**config.mk**
```make
export PLATFORM = sky130hd
export DESIGN_NAME = prog_mod_counter_flat
export DESIGN_NICKNAME = d
export VERILOG_FILES = /design/src/rtl/prog_mod_counter_if.sv /design/src/rtl/prog_mod_counter.sv /design/src/flat_wrapper.sv
export SDC_FILE = /design/constraint.sdc
export NUM_CORES = 1
export LEC_CHECK = 0
export CAP_MARGIN = 20
export CORE_MARGIN = 4
export CORE_UTILIZATION = 45
export DETAILED_ROUTE_END_ITERATION = 8
export GPL_TIMING_DRIVEN = 0
export PLACE_DENSITY_LB_ADDON = 0.15
export SYNTH_ARGS = -nofsm -noshare
export SYNTH_HDL_FRONTEND = slang
export SYNTH_SLANG_ARGS = --single-unit
export TNS_END_PERCENT = 20
```
**constraint.sdc**
```tcl
create_clock -name clk -period 7.4 [get_ports clk]
set_input_delay 2.22 -clock clk [delete_from_list [all_inputs] [get_ports clk]]
set_output_delay 2.22 -clock clk [all_outputs]
set_load 0.02 [all_outputs]
```
**src/rtl/prog_mod_counter_if.sv**
```systemverilog
// Control and status bundle for prog_mod_counter: master drives controls,
// slave (the counter) drives count, modulus and status.
interface prog_mod_counter_if #(
  parameter int W = 8
);
  logic         en;
  logic         clr;
  logic         ld;
  logic [W-1:0] ld_val;
  logic         m_wr;
  logic [W-1:0] m_val;
  logic         up_dn;
  logic [1:0]   mode;
  logic         start;
  logic [W-1:0] q;
  logic [W-1:0] m_cur;
  logic         tc;
  logic         busy;
  logic         done;

  modport master (
    output en, clr, ld, ld_val, m_wr, m_val, up_dn, mode, start,
    input  q, m_cur, tc, busy, done
  );

  modport slave (
    input  en, clr, ld, ld_val, m_wr, m_val, up_dn, mode, start,
    output q, m_cur, tc, busy, done
  );
endinterface

```
**src/rtl/prog_mod_counter.sv**
```systemverilog
// Runtime-programmable modulus counter with wrap, saturate and one-shot modes.
// Priority per cycle is clr > ld > count/start; modulus writes are independent.
module prog_mod_counter #(
  parameter int W         = 8,
  parameter int M_DEFAULT = 10
) (
  input  logic                  clk,
  input  logic                  reset,
  prog_mod_counter_if.slave     bus
);
  typedef enum logic [1:0] {IDLE, RUN, DONE} state_t;

  localparam logic [W-1:0] M_RST = W'(M_DEFAULT);
  localparam logic [1:0]   MODE_ONESHOT = 2'b01;
  localparam logic [1:0]   MODE_SAT     = 2'b10;

  state_t       state, state_nxt;
  logic [W-1:0] q_r, q_nxt;
  logic [W-1:0] m_r;
  logic [W-1:0] m_last;
  logic [W-1:0] term;
  logic [W-1:0] q_adv;
  logic [W-1:0] ld_clamp;
  logic         at_term;

  assign m_last   = m_r - W'(1);
  assign term     = bus.up_dn ? m_last : '0;
  assign at_term  = (q_r == term);
  assign ld_clamp = (bus.ld_val >= m_r) ? m_last : bus.ld_val;

  // Out-of-range q (after a modulus shrink) snaps to the wrap target.
  always_comb begin
    q_adv = '0;
    if (bus.up_dn)
      q_adv = (q_r >= m_last) ? '0 : q_r + W'(1);
    else
      q_adv = ((q_r == '0) || (q_r >= m_r)) ? m_last : q_r - W'(1);
  end

  always_comb begin
    state_nxt = state;
    q_nxt     = q_r;
    if (bus.clr) begin
      q_nxt     = '0;
      state_nxt = IDLE;
    end else if (bus.ld) begin
      q_nxt = ld_clamp;
      // DONE is a single-cycle state even while loading.
      if (state == DONE) state_nxt = IDLE;
    end else begin
      case (bus.mode)
        MODE_ONESHOT: begin
          case (state)
            IDLE: if (bus.start) begin
              q_nxt     = bus.up_dn ? '0 : m_last;
              state_nxt = RUN;
            end
            RUN: if (bus.en) begin
              if (at_term) state_nxt = DONE;
              else         q_nxt     = q_adv;
            end
            DONE:    state_nxt = IDLE;
            default: state_nxt = IDLE;
          endcase
        end
        MODE_SAT: if (bus.en && !at_term) q_nxt = q_adv;
        default:  if (bus.en) q_nxt = q_adv;
      endcase
    end
    if (bus.mode != MODE_ONESHOT) state_nxt = IDLE;
  end

  always_ff @(posedge clk or posedge reset) begin
    if (reset) begin
      state <= IDLE;
      q_r   <= '0;
      m_r   <= M_RST;
    end else begin
      state <= state_nxt;
      q_r   <= q_nxt;
      if (bus.m_wr) m_r <= (bus.m_val < W'(2)) ? W'(2) : bus.m_val;
    end
  end

  assign bus.q     = q_r;
  assign bus.m_cur = m_r;
  assign bus.tc    = at_term;
  assign bus.busy  = (state == RUN);
  assign bus.done  = (state == DONE);
endmodule

```
**src/flat_wrapper.sv**
```systemverilog
// flat-port wrapper written by rule: the top's interface ports become plain ports
module prog_mod_counter_flat 
#(
  parameter int W         = 8,
  parameter int M_DEFAULT = 10
)
  (clk, reset, bus_en, bus_clr, bus_ld, bus_ld_val, bus_m_wr, bus_m_val, bus_up_dn, bus_mode, bus_start, bus_q, bus_m_cur, bus_tc, bus_busy, bus_done);
  prog_mod_counter_if #(.W(W)) bus_i ();
  input  logic clk;
  input  logic reset;
  input wire logic [$bits(bus_i.en)-1:0] bus_en;
  input wire logic [$bits(bus_i.clr)-1:0] bus_clr;
  input wire logic [$bits(bus_i.ld)-1:0] bus_ld;
  input wire logic [$bits(bus_i.ld_val)-1:0] bus_ld_val;
  input wire logic [$bits(bus_i.m_wr)-1:0] bus_m_wr;
  input wire logic [$bits(bus_i.m_val)-1:0] bus_m_val;
  input wire logic [$bits(bus_i.up_dn)-1:0] bus_up_dn;
  input wire logic [$bits(bus_i.mode)-1:0] bus_mode;
  input wire logic [$bits(bus_i.start)-1:0] bus_start;
  output wire logic [$bits(bus_i.q)-1:0] bus_q;
  output wire logic [$bits(bus_i.m_cur)-1:0] bus_m_cur;
  output wire logic [$bits(bus_i.tc)-1:0] bus_tc;
  output wire logic [$bits(bus_i.busy)-1:0] bus_busy;
  output wire logic [$bits(bus_i.done)-1:0] bus_done;
  assign bus_i.en = bus_en;
  assign bus_i.clr = bus_clr;
  assign bus_i.ld = bus_ld;
  assign bus_i.ld_val = bus_ld_val;
  assign bus_i.m_wr = bus_m_wr;
  assign bus_i.m_val = bus_m_val;
  assign bus_i.up_dn = bus_up_dn;
  assign bus_i.mode = bus_mode;
  assign bus_i.start = bus_start;
  assign bus_q = bus_i.q;
  assign bus_m_cur = bus_i.m_cur;
  assign bus_tc = bus_i.tc;
  assign bus_busy = bus_i.busy;
  assign bus_done = bus_i.done;
  prog_mod_counter #(.W(W), .M_DEFAULT(M_DEFAULT)) u_core (.clk(clk), .reset(reset), .bus(bus_i));
endmodule
```
==> flow_summary.json, run 1 <==
{
  "p_leak_nw": 1.27,
  "dieHeight_microns": 81.8,
  "seqCellArea_sq_um": 453,
  "vias": 2702,
  "rr_endpoint": "u_core.bus.q[6]",
  "drc": 0,
  "synth-async-reset-ratio": 1.00,
  "yosys_warnings": 0,
  "hold_buffers": 0,
  "power.internal_uw": 290,
  "fmax_ghz": 0.143,
  "hold_path.class": "flip-flop to flip-flop",
  "crit_path_end_kind": "output port",
  "finalSetupTns_ps": 0,
  "dpl_cell_area_sq_um": 2960,
  "wl_per_cell_microns": 17.9,
  "run_status": "completed",
  "drtIter0Drc": 272,
  "ctsResizeCount": 0,
  "tightest_slew_ps": 798,
  "p_sw_uw": 243,
  "die_w_microns": 81.8,
  "clk_pin_slew_ps": 70,
  "crit_path_max_fanout": 9,
  "r2r_slack_ps": 3320,
  "arrival_ps": 4800,
  "hold_violations": 0,
  "cts_root_buf": "clkbuf_8",
  "cellPowerDensity_nw_per_um2": 176,
  "met1Wirelength_mm": 3.71,
  "power.share.sequential": 0.244,
  "synthesis.nets": 371,
  "synth_cells": 317,
  "ir_drop_v": 0.0000886,
  "top_layer": "met4",
  "via_per_inst": 6.23,
  "first_global_vias": 2439,
  "post-route-period-util": 0.948,
  "ios": 45,
  "cts_setup_buffers": 0,
  "setup_viol": 0,
  "nNetsFinal": 419,
  "report.final.slew_viol_count": 0,
  "crit_type": "input pin to output port",
  "rsz0062_at_grt": "no",
  "cts_buffer_depth": 2,
  "htree_num_levels": 1,
  "design.die.area_sq_um": 6690,
  "met3_length_microns": 441,
  "crit_path_end": "bus_tc",
  "worstRegToRegCells": 14,
  "dp_hpwl_mm": 6.10,
  "grt-ovfl-total": 0,
  "portBuffers": 42,
  "rows": 26,
  "clockPowerShare": 0.163,
  "avgSynthCellArea_sq_um": 7.73,
  "gp_congestion": 0.902,
  "diodes": 0,
  "multi_input_area_sq_um": 1820,
  "layout-drive-gt1-share": 0.0549,
  "required_ps": 5180,
  "synth_edf_count": 0,
  "fin_crit_ps": 7020,
  "max_slew_margin": 0.467,
  "post-route-util": 0.581,
  "cts_tree": "yes",
  "start_util": 0.471,
  "reg2reg_from": "u_core.bus.m_cur[0]",
  "synth_cell_types": 64,
  "wl_met2_mm": 3.49,
  "drt-pass1-iter-count": 5,
  "worstSetupStartpointType": "input pin",
  "p_comb_frac": 0.593,
  "clkSinkCount": 18,
  "antenna_found_initial": 0,
  "synth_ff_type": "dfrtp_1",
  "syn_area_sq_um": 2450,
  "drv_cap": 0,
  "coreArea_sq_um": 5200,
  "fillers": 504,
  "switching_share": 0.456,
  "yosysSeqAreaShare": 0.185,
  "grt_usage": 0.245,
  "grt_pass1_wl_mm": 12.7,
  "syn_to_final_growth_pct": 23.5,
  "worstSkewPairLatency_ps": 270,
  "yosys_register_bits": 18,
  "fin_area_sq_um": 3030,
  "startpoint": "bus_up_dn",
  "drtAntennaViolNets": 0,
  "cts_buffers": 3,
  "totalWireLength_mm": 7.79,
  "grt_max_degree": 19,
  "timing.clock.skew_ps": 10.2
}
==> per-layer routing <==
metal | up-vias | GRT usage
li1 | 1293 | -
met1 | 1290 | 0.371
met2 | 104 | 0.371
met3 | 15 | 0.0197
met4 | 0 | 0.0681
met5 | - | 0
==> registers in the layout, summed over array words and instances, names as in the netlist <==
register and flops:
u_core.bus.m_cur 8, u_core.bus.q 8, u_core.state 2
==> cells by family (layout without fill, tap and decap cells) <==
family                   after synthesis  after routing  synth area share
buffers and inverters                 42             89            0.0710
AO/OA/AOI/OAI                        102            102             0.292
flip-flops                            18             18             0.185
XOR/XNOR                              12             12            0.0429
adder cells (fa/ha/maj)               28             28             0.143
multiplexers                           6              6            0.0271
AND/OR/NAND/NOR                      109            109             0.239
==> worst max-delay path: stages <==
cell and delay, ps:
clkbuf_1 300, inv_1 290, or4_4 540, and3_4 190, nor4_2 390, nand3_1 170, inv_1 80, clkdlybuf4s50_1 600
==> final cells by class <==
type	instances	share of cell area
clock buffer	4	0.0182
buffer	18	0.0277
multi-input combinational	257	0.603
timing repair buffer	43	0.143
tap	70	0.0289
sequential	18	0.150
inverter	24	0.0298
==> through the flow <==
| step | worst slack, ps | hold WS, ps | cells | power (mW) |
|---|---|---|---|---|
| after CTS | 421 | 613 | 433 | 0.527 |
| final | 383 | 606 | 434 | 0.533 |
| after floorplan | 1340 | 571 | 317 | 0.340 |
| after global placement | 432 | 589 | 429 | 0.437 |
| after global routing | 226 | 640 | 434 | 0.574 |
| after detailed placement | 427 | 595 | 429 | 0.440 |
==> power groups by stage <==
stage | registers (mW) | logic [mW] | clock network [mW]
2_1_floorplan | 0.140 | 0.200 | 0
3_3_place_gp | 0.132 | 0.306 | 0
3_5_place_dp | 0.132 | 0.308 | 0
4_1_cts | 0.130 | 0.310 | 0.0868
5_1_grt | 0.133 | 0.348 | 0.0928
6_report | 0.130 | 0.317 | 0.0867
==> cell usage in the layout, fill, tap and decap left out, types with 5 or more instances in the layout <==
| master | instances |
|---|---|
| a211oi_1 | 7 |
| xnor2_1 | 9 |
| clkbuf_1 | 14 |
| a21oi_1 | 17 |
| nor4_1 | 6 |
| nor2_1 | 19 |
| a31oi_1 | 6 |
| nand2_1 | 22 |
| clkdlybuf4s50_1 | 42 |
| nand3_1 | 10 |
| dfrtp_1 | 16 |
| and3_1 | 5 |
| o21ai_0 | 23 |
| ha_1 | 28 |
| nor2b_1 | 7 |
| a21o_1 | 5 |
| inv_1 | 23 |
| nor3_1 | 15 |
==> worst min-delay path by stage <==
stage / startpoint / slack (ps) / endpoint / cells after the start
final: u_core.bus.m_cur[1] / 610 / u_core.bus.m_cur[1] / 1
after global routing: u_core.bus.m_cur[1] / 640 / u_core.bus.m_cur[1] / 1
after CTS: u_core.bus.m_cur[1] / 610 / u_core.bus.m_cur[1] / 1
after global placement: u_core.bus.m_cur[1] / 590 / u_core.bus.m_cur[1] / 1
after floorplan: u_core.state[0] / 570 / u_core.state[1] / 2
after detailed placement: u_core.bus.m_cur[1] / 590 / u_core.bus.m_cur[1] / 1
==> Yosys cell counts (9+ instances only) <==
master     n  area (sq um)
a21oi_1   17          85.1
clkbuf_1  14          52.6
dfrtp_1   16           400
ha_1      28           350
inv_1     23          86.3
nand2_1   22          82.6
nand3_1   10          50.1
nor2_1    19          71.3
nor3_1    15          75.1
o21ai_0   23           115
xnor2_1    9          78.8
Note: power is estimated with default switching activity, not from simulation.
==> run 2, diff against run 1 <==
--- a/config.mk
+++ b/config.mk
@@ -5,7 +5,6 @@
 export SDC_FILE = /design/constraint.sdc
 export NUM_CORES = 1
 export LEC_CHECK = 0
-export CAP_MARGIN = 20
 export CORE_MARGIN = 4
 export CORE_UTILIZATION = 45
 export DETAILED_ROUTE_END_ITERATION = 8
==> flow_summary.json, run 2 (synthesis results as in run 1) <==
{
  "run_status": "completed",
  "arrival_ps": 4800,
  "worstSkewPairLatency_ps": 260,
  "final_common_cell": "clkdlybuf4s50_1",
  "die_w_microns": 81.8,
  "timing.final.ws_setup_ps": 385,
  "p_leak_nw": 1.25,
  "multi_input_area_sq_um": 1820,
  "fin_total_pwr_uw": 530,
  "rows": 26,
  "seqCellArea_sq_um": 453,
  "hold_buffers": 0,
  "gp_congestion": 0.902,
  "rr_endpoint": "u_core.bus.q[6]",
  "drt-pass1-iter-count": 5,
  "clkSinkCount": 18,
  "syn_to_final_growth_pct": 23.0,
  "dieHeight_microns": 81.8,
  "setup_viol": 0,
  "fin_cells": 433,
  "drc": 0,
  "vias": 2706,
  "htree_num_levels": 1,
  "grt_usage": 0.245,
  "required_ps": 5180,
  "diodes": 0,
  "cellPowerDensity_nw_per_um2": 176,
  "worstRegToRegCells": 14,
  "fillers": 506,
  "timing.clock.skew_ps": 5.73,
  "crit_path_max_fanout": 9,
  "drtAntennaViolNets": 0,
  "drtIter0Drc": 281,
  "hold_ws_ps": 607,
  "portBuffers": 42,
  "max_slew_margin": 0.233,
  "fmax_ghz": 0.143,
  "dp_slack_ps": 427,
  "final_cell_mix": "clkdlybuf4s50_1 (42), ha_1 (28), inv_1 (23), o21ai_0 (23), nand2_1 (22)",
  "min_from": "u_core.bus.m_cur[1]",
  "ir_drop_v": 0.0000882,
  "antenna_found_initial": 0,
  "ctsResizeCount": 0,
  "via_per_inst": 6.25,
  "start_util": 0.471,
  "fin_area_sq_um": 3010,
  "grt-ovfl-total": 0,
  "dp_cells": 429,
  "dpl_cell_area_sq_um": 2960,
  "tightest_slew_ps": 1120,
  "hold_violations": 0,
  "dp_hpwl_mm": 6.10,
  "coreArea_sq_um": 5200,
  "clk_pin_slew_ps": 70,
  "worstSetupStartpointType": "input pin",
  "totalWireLength_mm": 7.78,
  "cts_root_buf": "clkbuf_8",
  "crit_type": "input pin to output port",
  "nNetsFinal": 418,
  "cts_tree": "yes",
  "grt_max_degree": 19,
  "design.die.area_sq_um": 6690,
  "first_global_vias": 2439,
  "crit_path_end_kind": "output port",
  "fin_crit_ps": 7020,
  "whs_endpoint": "u_core.bus.m_cur[1]",
  "hold_depth": 1,
  "wl_per_cell_microns": 18.0,
  "drv_cap": 0,
  "hold_path.class": "flip-flop to flip-flop",
  "r2r_slack_ps": 3310,
  "post-route-period-util": 0.948,
  "cts_buffer_depth": 2,
  "report.final.slew_viol_count": 0,
  "layout-drive-gt1-share": 0.0551,
  "grt_pass1_wl_mm": 12.7,
  "ios": 45,
  "reg2reg_from": "u_core.bus.m_cur[0]",
  "finalSetupTns_ps": 0,
  "cts_setup_buffers": 0,
  "cts_buffers": 3,
  "rsz0062_at_grt": "no",
  "post-route-util": 0.579
}
==> run 2: changes by cell type in the layout (fill, tap and decap cells not counted), sizes merged <==
cell,change
dlymetal6s2s,-1
==> run 2: layout make-up <==
type                    count  share of cell area
multi-input cells         257               0.605
flip-flops and latches     18               0.150
repair buffers             42               0.140
inverters                  24              0.0299
well taps                  70              0.0291
plain buffers              18              0.0278
clock buffers               4              0.0183
==> run 2: worst max path at each step <==
stage | start | end | slack (ps) | cells past startpoint
5_1_grt | bus_up_dn | bus_tc | 230 | 8
6_report | bus_up_dn | bus_tc | 380 | 8
2_1_floorplan | bus_up_dn | bus_tc | 1340 | 7
3_3_place_gp | bus_up_dn | bus_tc | 430 | 8
3_5_place_dp | bus_up_dn | bus_tc | 430 | 8
4_1_cts | bus_up_dn | bus_tc | 420 | 8
==> run 2: worst max-delay path, cell delays in order <==
cell	delay, ps
clkbuf_1	300
inv_1	300
or4_4	550
and3_4	190
nor4_2	370
nand3_1	170
inv_1	80
clkdlybuf4s50_1	600
==> run 2: power by group <==
| group | leakage [nW] | switching [mW] | internal [mW] |
|---|---|---|---|
| combinational | 0.995 | 0.184 | 0.132 |
| sequential | 0.225 | 0.0202 | 0.110 |
| clock | 0.0288 | 0.0371 | 0.0474 |
==> run 2: per-layer routing <==
layer	share of wire	GRT usage
met1	0.46	0.371
met2	0.45	0.371
met3	0.072	0.0197
met4	0.019	0.0681
met5	0	0
==> run 3, diff against run 2 <==
--- a/config.mk
+++ b/config.mk
@@ -5,8 +5,10 @@
 export SDC_FILE = /design/constraint.sdc
 export NUM_CORES = 1
 export LEC_CHECK = 0
+export CAP_MARGIN = 40
 export CORE_MARGIN = 4
 export CORE_UTILIZATION = 45
+export CTS_CLUSTER_SIZE = 12
 export DETAILED_ROUTE_END_ITERATION = 8
 export GPL_TIMING_DRIVEN = 0
 export PLACE_DENSITY_LB_ADDON = 0.15
==> constraint.sdc (replaced) <==
create_clock -name clk -period 5.8 [get_ports clk]
set_input_delay 1.74 -clock clk [delete_from_list [all_inputs] [get_ports clk]]
set_output_delay 1.74 -clock clk [all_outputs]
set_load 0.02 [all_outputs]
==> flow_summary.json, run 3 (synthesis results as in run 1) <==
{
  "ios": 45,
  "crit_slowest_cell": "clkdlybuf4s50_1",
  "portBuffers": 42,
  "cts_tree": "yes",
  "met3_length_microns": 475,
  "clkSinkCount": 18,
  "crit_path_max_fanout": 9,
  "wl_per_cell_microns": 17.8,
  "via_per_inst": 6.18,
  "hold_depth": 1,
  "totalWireLength_mm": 7.72,
  "diodes": 0,
  "rr_endpoint": "u_core.bus.q[6]",
  "fin_crit_ps": 5640,
  "seqCellArea_sq_um": 453,
  "grt-ovfl-total": 0,
  "worstRegToRegCells": 14,
  "tightest_slew_ps": 782,
  "p_comb_frac": 0.594,
  "max_stage_delay_ps": 600,
  "power.share.sequential": 0.245,
  "worstSkewPairLatency_ps": 260,
  "arrival_ps": 3900,
  "dp_slack_ps": -210,
  "fin_total_pwr_uw": 679,
  "cts_root_buf": "clkbuf_8",
  "cts_buffer_depth": 2,
  "required_ps": 4060,
  "min_from": "u_core.bus.m_cur[1]",
  "cts_setup_buffers": 0,
  "vias": 2681,
  "drv_cap": 0,
  "final_cell_mix": "clkdlybuf4s50_1 (42), ha_1 (28), o21ai_0 (23)",
  "post-route-util": 0.581,
  "hold_violations": 0,
  "drtIter0Drc": 239,
  "clockPowerShare": 0.160,
  "timing.clock.skew_ps": 5.44,
  "setup_viol": 0,
  "max_slew_margin": 0.474,
  "finalSetupTns_ps": 0,
  "hold_path.class": "flip-flop to flip-flop",
  "whs_endpoint": "u_core.bus.m_cur[1]",
  "met1Wirelength_mm": 3.66,
  "worstPathCellList": "clkbuf_2 -> inv_2 -> or4_4 -> and3_4 -> nor4_4 -> nand3_1 -> inv_1 -> clkdlybuf4s50_1",
  "p_leak_nw": 1.25,
  "p_sw_uw": 309,
  "coreArea_sq_um": 5200,
  "antenna_found_initial": 0,
  "cellPowerDensity_nw_per_um2": 224,
  "switching_share": 0.455,
  "report.final.slew_viol_count": 0,
  "rsz0062_at_grt": "no",
  "dp_hpwl_mm": 6.10,
  "final_common_cell": "clkdlybuf4s50_1",
  "grt_pass1_wl_mm": 12.6,
  "ir_drop_v": 0.000106,
  "die_w_microns": 81.8,
  "start_util": 0.471,
  "crit_type": "input pin to output port",
  "run_status": "completed",
  "gp_congestion": 0.902,
  "grt_max_degree": 19,
  "drt-pass1-iter-count": 5,
  "r2r_slack_ps": 1730,
  "multi_input_area_sq_um": 1830,
  "design.die.area_sq_um": 6690,
  "crit_path_end_kind": "output port",
  "cts_buffers": 3,
  "rows": 26,
  "drtAntennaViolNets": 0,
  "fmax_ghz": 0.177,
  "first_global_vias": 2485,
  "clk_pin_slew_ps": 70,
  "reg2reg_from": "u_core.bus.m_cur[0]",
  "wl_met2_mm": 3.49,
  "timing.final.ws_setup_ps": 163,
  "fillers": 509,
  "worstSetupStartpointType": "input pin",
  "layout-drive-gt1-share": 0.0604,
  "drc": 0,
  "htree_num_levels": 1,
  "hold_ws_ps": 608,
  "dieHeight_microns": 81.8,
  "top_layer": "met4",
  "post-route-period-util": 0.972,
  "power.internal_uw": 370,
  "nNetsFinal": 419,
  "syn_to_final_growth_pct": 23.5,
  "grt_usage": 0.242
}
==> run 3: metal layers <==
| layer | GRT usage | vias up |
|---|---|---|
| met5 | 0 | - |
| met4 | 0.0581 | 0 |
| met3 | 0.0208 | 11 |
| met2 | 0.384 | 106 |
| met1 | 0.354 | 1269 |
| li1 | - | 1295 |
==> run 3: worst max-delay path: cells and delay by family <==
kind          cells  cell delay [ps]
simple gates      4             1130
buf+inv           4             1010
==> run 3: stage by stage <==
step / std cells / cell area [sq um]
2_1_floorplan: 317 / 2450
5_1_grt: 434 / 3030
6_report: 434 / 3030
4_1_cts: 434 / 3020
3_3_place_gp: 429 / 2960
3_5_place_dp: 430 / 2960
==> run 3: power by group through the flow <==
stage | registers (mW) | clock network [mW] | logic, mW
after floorplan | 0.179 | 0 | 0.255
after detailed placement | 0.169 | 0 | 0.393
after global routing | 0.170 | 0.117 | 0.444
after CTS | 0.166 | 0.110 | 0.396
after global placement | 0.168 | 0 | 0.390
final | 0.167 | 0.109 | 0.404
==> run 3: layout make-up <==
type | count | area share
sequential | 18 | 0.150
clock buffer | 4 | 0.0182
tap | 70 | 0.0289
timing repair buffer | 43 | 0.140
multi-input combinational | 257 | 0.605
buffer | 18 | 0.0281
inverter | 24 | 0.0298
==> run 3: what timing repair did <==
action / 4_1_cts / 5_1_grt
hold endpoints to repair: 0 / 0
resized for setup: 2 / 1
hold buffers: 0 / 0
endpoints found under the setup margin: 1 / 1
==> run 3: worst max path at each step <==
stage,end,cells after the start,slack (ps),start
CTS,bus_tc,8,70,bus_up_dn
finish,bus_tc,8,160,bus_up_dn
detailed placement,bus_tc,8,-210,bus_up_dn
floorplan,bus_tc,7,700,bus_up_dn
global placement,bus_tc,8,-210,bus_up_dn
global route,bus_tc,8,70,bus_up_dn
==> variant, RTL diff (settings of run 1) <==
`W` is set to 8 in 3 places; all go to 6.
--- a/src/rtl/prog_mod_counter_if.sv
+++ b/src/rtl/prog_mod_counter_if.sv
@@ -1,7 +1,7 @@
 // Control and status bundle for prog_mod_counter: master drives controls,
 // slave (the counter) drives count, modulus and status.
 interface prog_mod_counter_if #(
-  parameter int W = 8
+  parameter int W = 6
 );
   logic         en;
   logic         clr;
--- a/src/rtl/prog_mod_counter.sv
+++ b/src/rtl/prog_mod_counter.sv
@@ -1,7 +1,7 @@
 // Runtime-programmable modulus counter with wrap, saturate and one-shot modes.
 // Priority per cycle is clr > ld > count/start; modulus writes are independent.
 module prog_mod_counter #(
-  parameter int W         = 8,
+  parameter int W         = 6,
   parameter int M_DEFAULT = 10
 ) (
   input  logic                  clk,
--- a/src/flat_wrapper.sv
+++ b/src/flat_wrapper.sv
@@ -1,7 +1,7 @@
 // flat-port wrapper written by rule: the top's interface ports become plain ports
 module prog_mod_counter_flat 
 #(
-  parameter int W         = 8,
+  parameter int W         = 6,
   parameter int M_DEFAULT = 10
 )
   (clk, reset, bus_en, bus_clr, bus_ld, bus_ld_val, bus_m_wr, bus_m_val, bus_up_dn, bus_mode, bus_start, bus_q, bus_m_cur, bus_tc, bus_busy, bus_done);
Ports: changed (resized bus_ld_val, bus_m_cur, bus_m_val and bus_q); port bits go from 45 to 37. The function was not compared with the original's and may differ.
==> variant against run 1 <==
  * Power shrank 22%
  * Critical endpoint unchanged
  * Count of clock-buffer cells in the layout is the same
  * Setup slack gained 3.1 ps
  * Routed wire length shrank 36%
  * Cell area down 24%
  * Sequential power is 22% lower
  * Synthesized area shrank 25%
  * Largest power group unchanged
  * Sequential cell count fell by 4
==> variant: results (changes against run 1) <==
[synth]
ys.flop_type=dfrtp_1
yosysSeqAreaShare_pct=19.22  ; +0.73 points
synth_commonest_cells=22 x ha_1, 17 x inv_1, 16 x nand2_1
synth.net_count=264  ; -29%
synth_area_leaders=dfrtp_1 16%, ha_1 15%, a21oi_1 4.1%
ys_types=60  ; -6.3%

[routing]
drt_first_pass_iters=4  ; -1
dr.first_iter.drc_count=162  ; -40%
vias=1820  ; -33%
finalWirelength_um=4994  ; -36%

[worst_setup_path]
max_stage_delay_ps=640  ; +40 ps
path_max_fanout=10  ; +1
r2r_start=u_core.bus.m_cur[0]
cpMaxStageDelayCell=clkdlybuf4s50_1
reg2reg_slack_ps=4030  ; +710 ps
rr_endpoint=u_core.bus.q[5]

[final_layout]
fillers=348  ; -31%
diodes=0  ; unchanged
drive_above_1_share_pct=9.690  ; +4.2 points
multi_input_area_mm2=0.001324  ; -27%
num-nets-final=303  ; -28%

[grt]
grt_pass1_wl_um=8390  ; -34%
grt_util_all_layers_pct=20.62  ; -3.9 points
grt_max_degree=15  ; -4
grt_pass1_vias=1722  ; -29%

[sta]
timing.hold.ws_ps=530.9  ; -75.38 ps
slew_headroom_pct=55.17  ; +8.5 points

[placed_design]
place_hpwl_um=3804  ; -38%
dpl_cell_area_mm2=0.002236  ; -24%
port_buffers=34  ; -19%
gp_congestion=0.8654  ; -4.1%

[clock_network]
clk_pin_slew_worst_paths_ps=70  ; about the same
ctsResizeCount=0  ; unchanged
clockBufferDepth=2  ; unchanged

[hold_path]
min-delay-start=u_core.bus.m_cur[1]
min_path_cells=2  ; +1

[power]
irDropWorstVdd_mv=0.08706  ; -1.7%
leakagePower_nw=1.003  ; -21%

[status]
outcome=completed

==> variant: cell types whose count changed after synthesis, moves of 4 or more <==
cell      change
nor3_1       -11
o21ai_0       -8
clkbuf_1      -7
nor2_1        -7
ha_1          -6
inv_1         -6
nand2_1       -6
nand3_1       -6
nor4_1        -5
dfrtp_1       -4
xnor2_1       -4
==> variant: final cells by class <==
| cell class | count | share of cell area (%) |
|---|---|---|
| Buffer | 11 | 3.987 |
| Clock buffer | 4 | 2.403 |
| Inverter | 18 | 2.949 |
| Multi-Input combinational cell | 177 | 57.78 |
| Sequential cell | 14 | 15.40 |
| Tap cell | 48 | 2.622 |
| Timing Repair Buffer | 34 | 14.86 |
==> variant: kinds of logic after synthesis <==
family	after synthesis	synth area share, %
muxes	6	3.340
and+or+nand+nor	67	21.00
adders and majority gates	22	15.00
AOI/OAI and AO/OA	75	29.45
xor gates and xnor gates	7	3.340
DFF	14	19.22
buffers and inverters	29	8.657
==> variant: critical path, delay by kind of cell <==
kind / cells / cell delay [ps]
buffers and inverters: 3 / 1540
and+or+nand+nor: 4 / 1030
==> variant: per-layer routing <==
layer	share of wire [%]	wire [um]	vias to the layer above	track usage [%]
li1	-	-	902	-
met1	45	2253	834	27.70
met2	45	2265	77	32.86
met3	7.7	386	7	3.366
met4	1.8	89	0	8.142
met5	0	0	-	0
==> variant: how the worst max path moves through the flow <==
stage / slack, ps / endpoint / from
6_report: 390 / bus_tc / bus_up_dn
5_1_grt: 250 / bus_tc / bus_up_dn
4_1_cts: 390 / bus_tc / bus_up_dn
3_5_place_dp: 400 / bus_tc / bus_up_dn
3_3_place_gp: 410 / bus_tc / bus_up_dn
2_1_floorplan: 1680 / bus_tc / bus_up_dn
==> variant: where the power goes <==
group	total [W]	switching, W	internal, W	leakage (nW)
clock	0.0000819	0.0000345	0.0000474	0.0288
sequential	0.000101	0.0000151	0.0000858	0.175
combinational	0.000234	0.000127	0.000107	0.799
total	0.000417	0.000177	0.000240	1.00
==> variant: metrics by stage <==
| stage | setup slack [ps] | cells |
|---|---|---|
| after global placement | 411.7 | 302 |
| after floorplan | 1678 | 220 |
| after global routing | 251.3 | 306 |
| after CTS | 394.3 | 306 |
| after detailed placement | 400.7 | 302 |
| final | 386.1 | 306 |
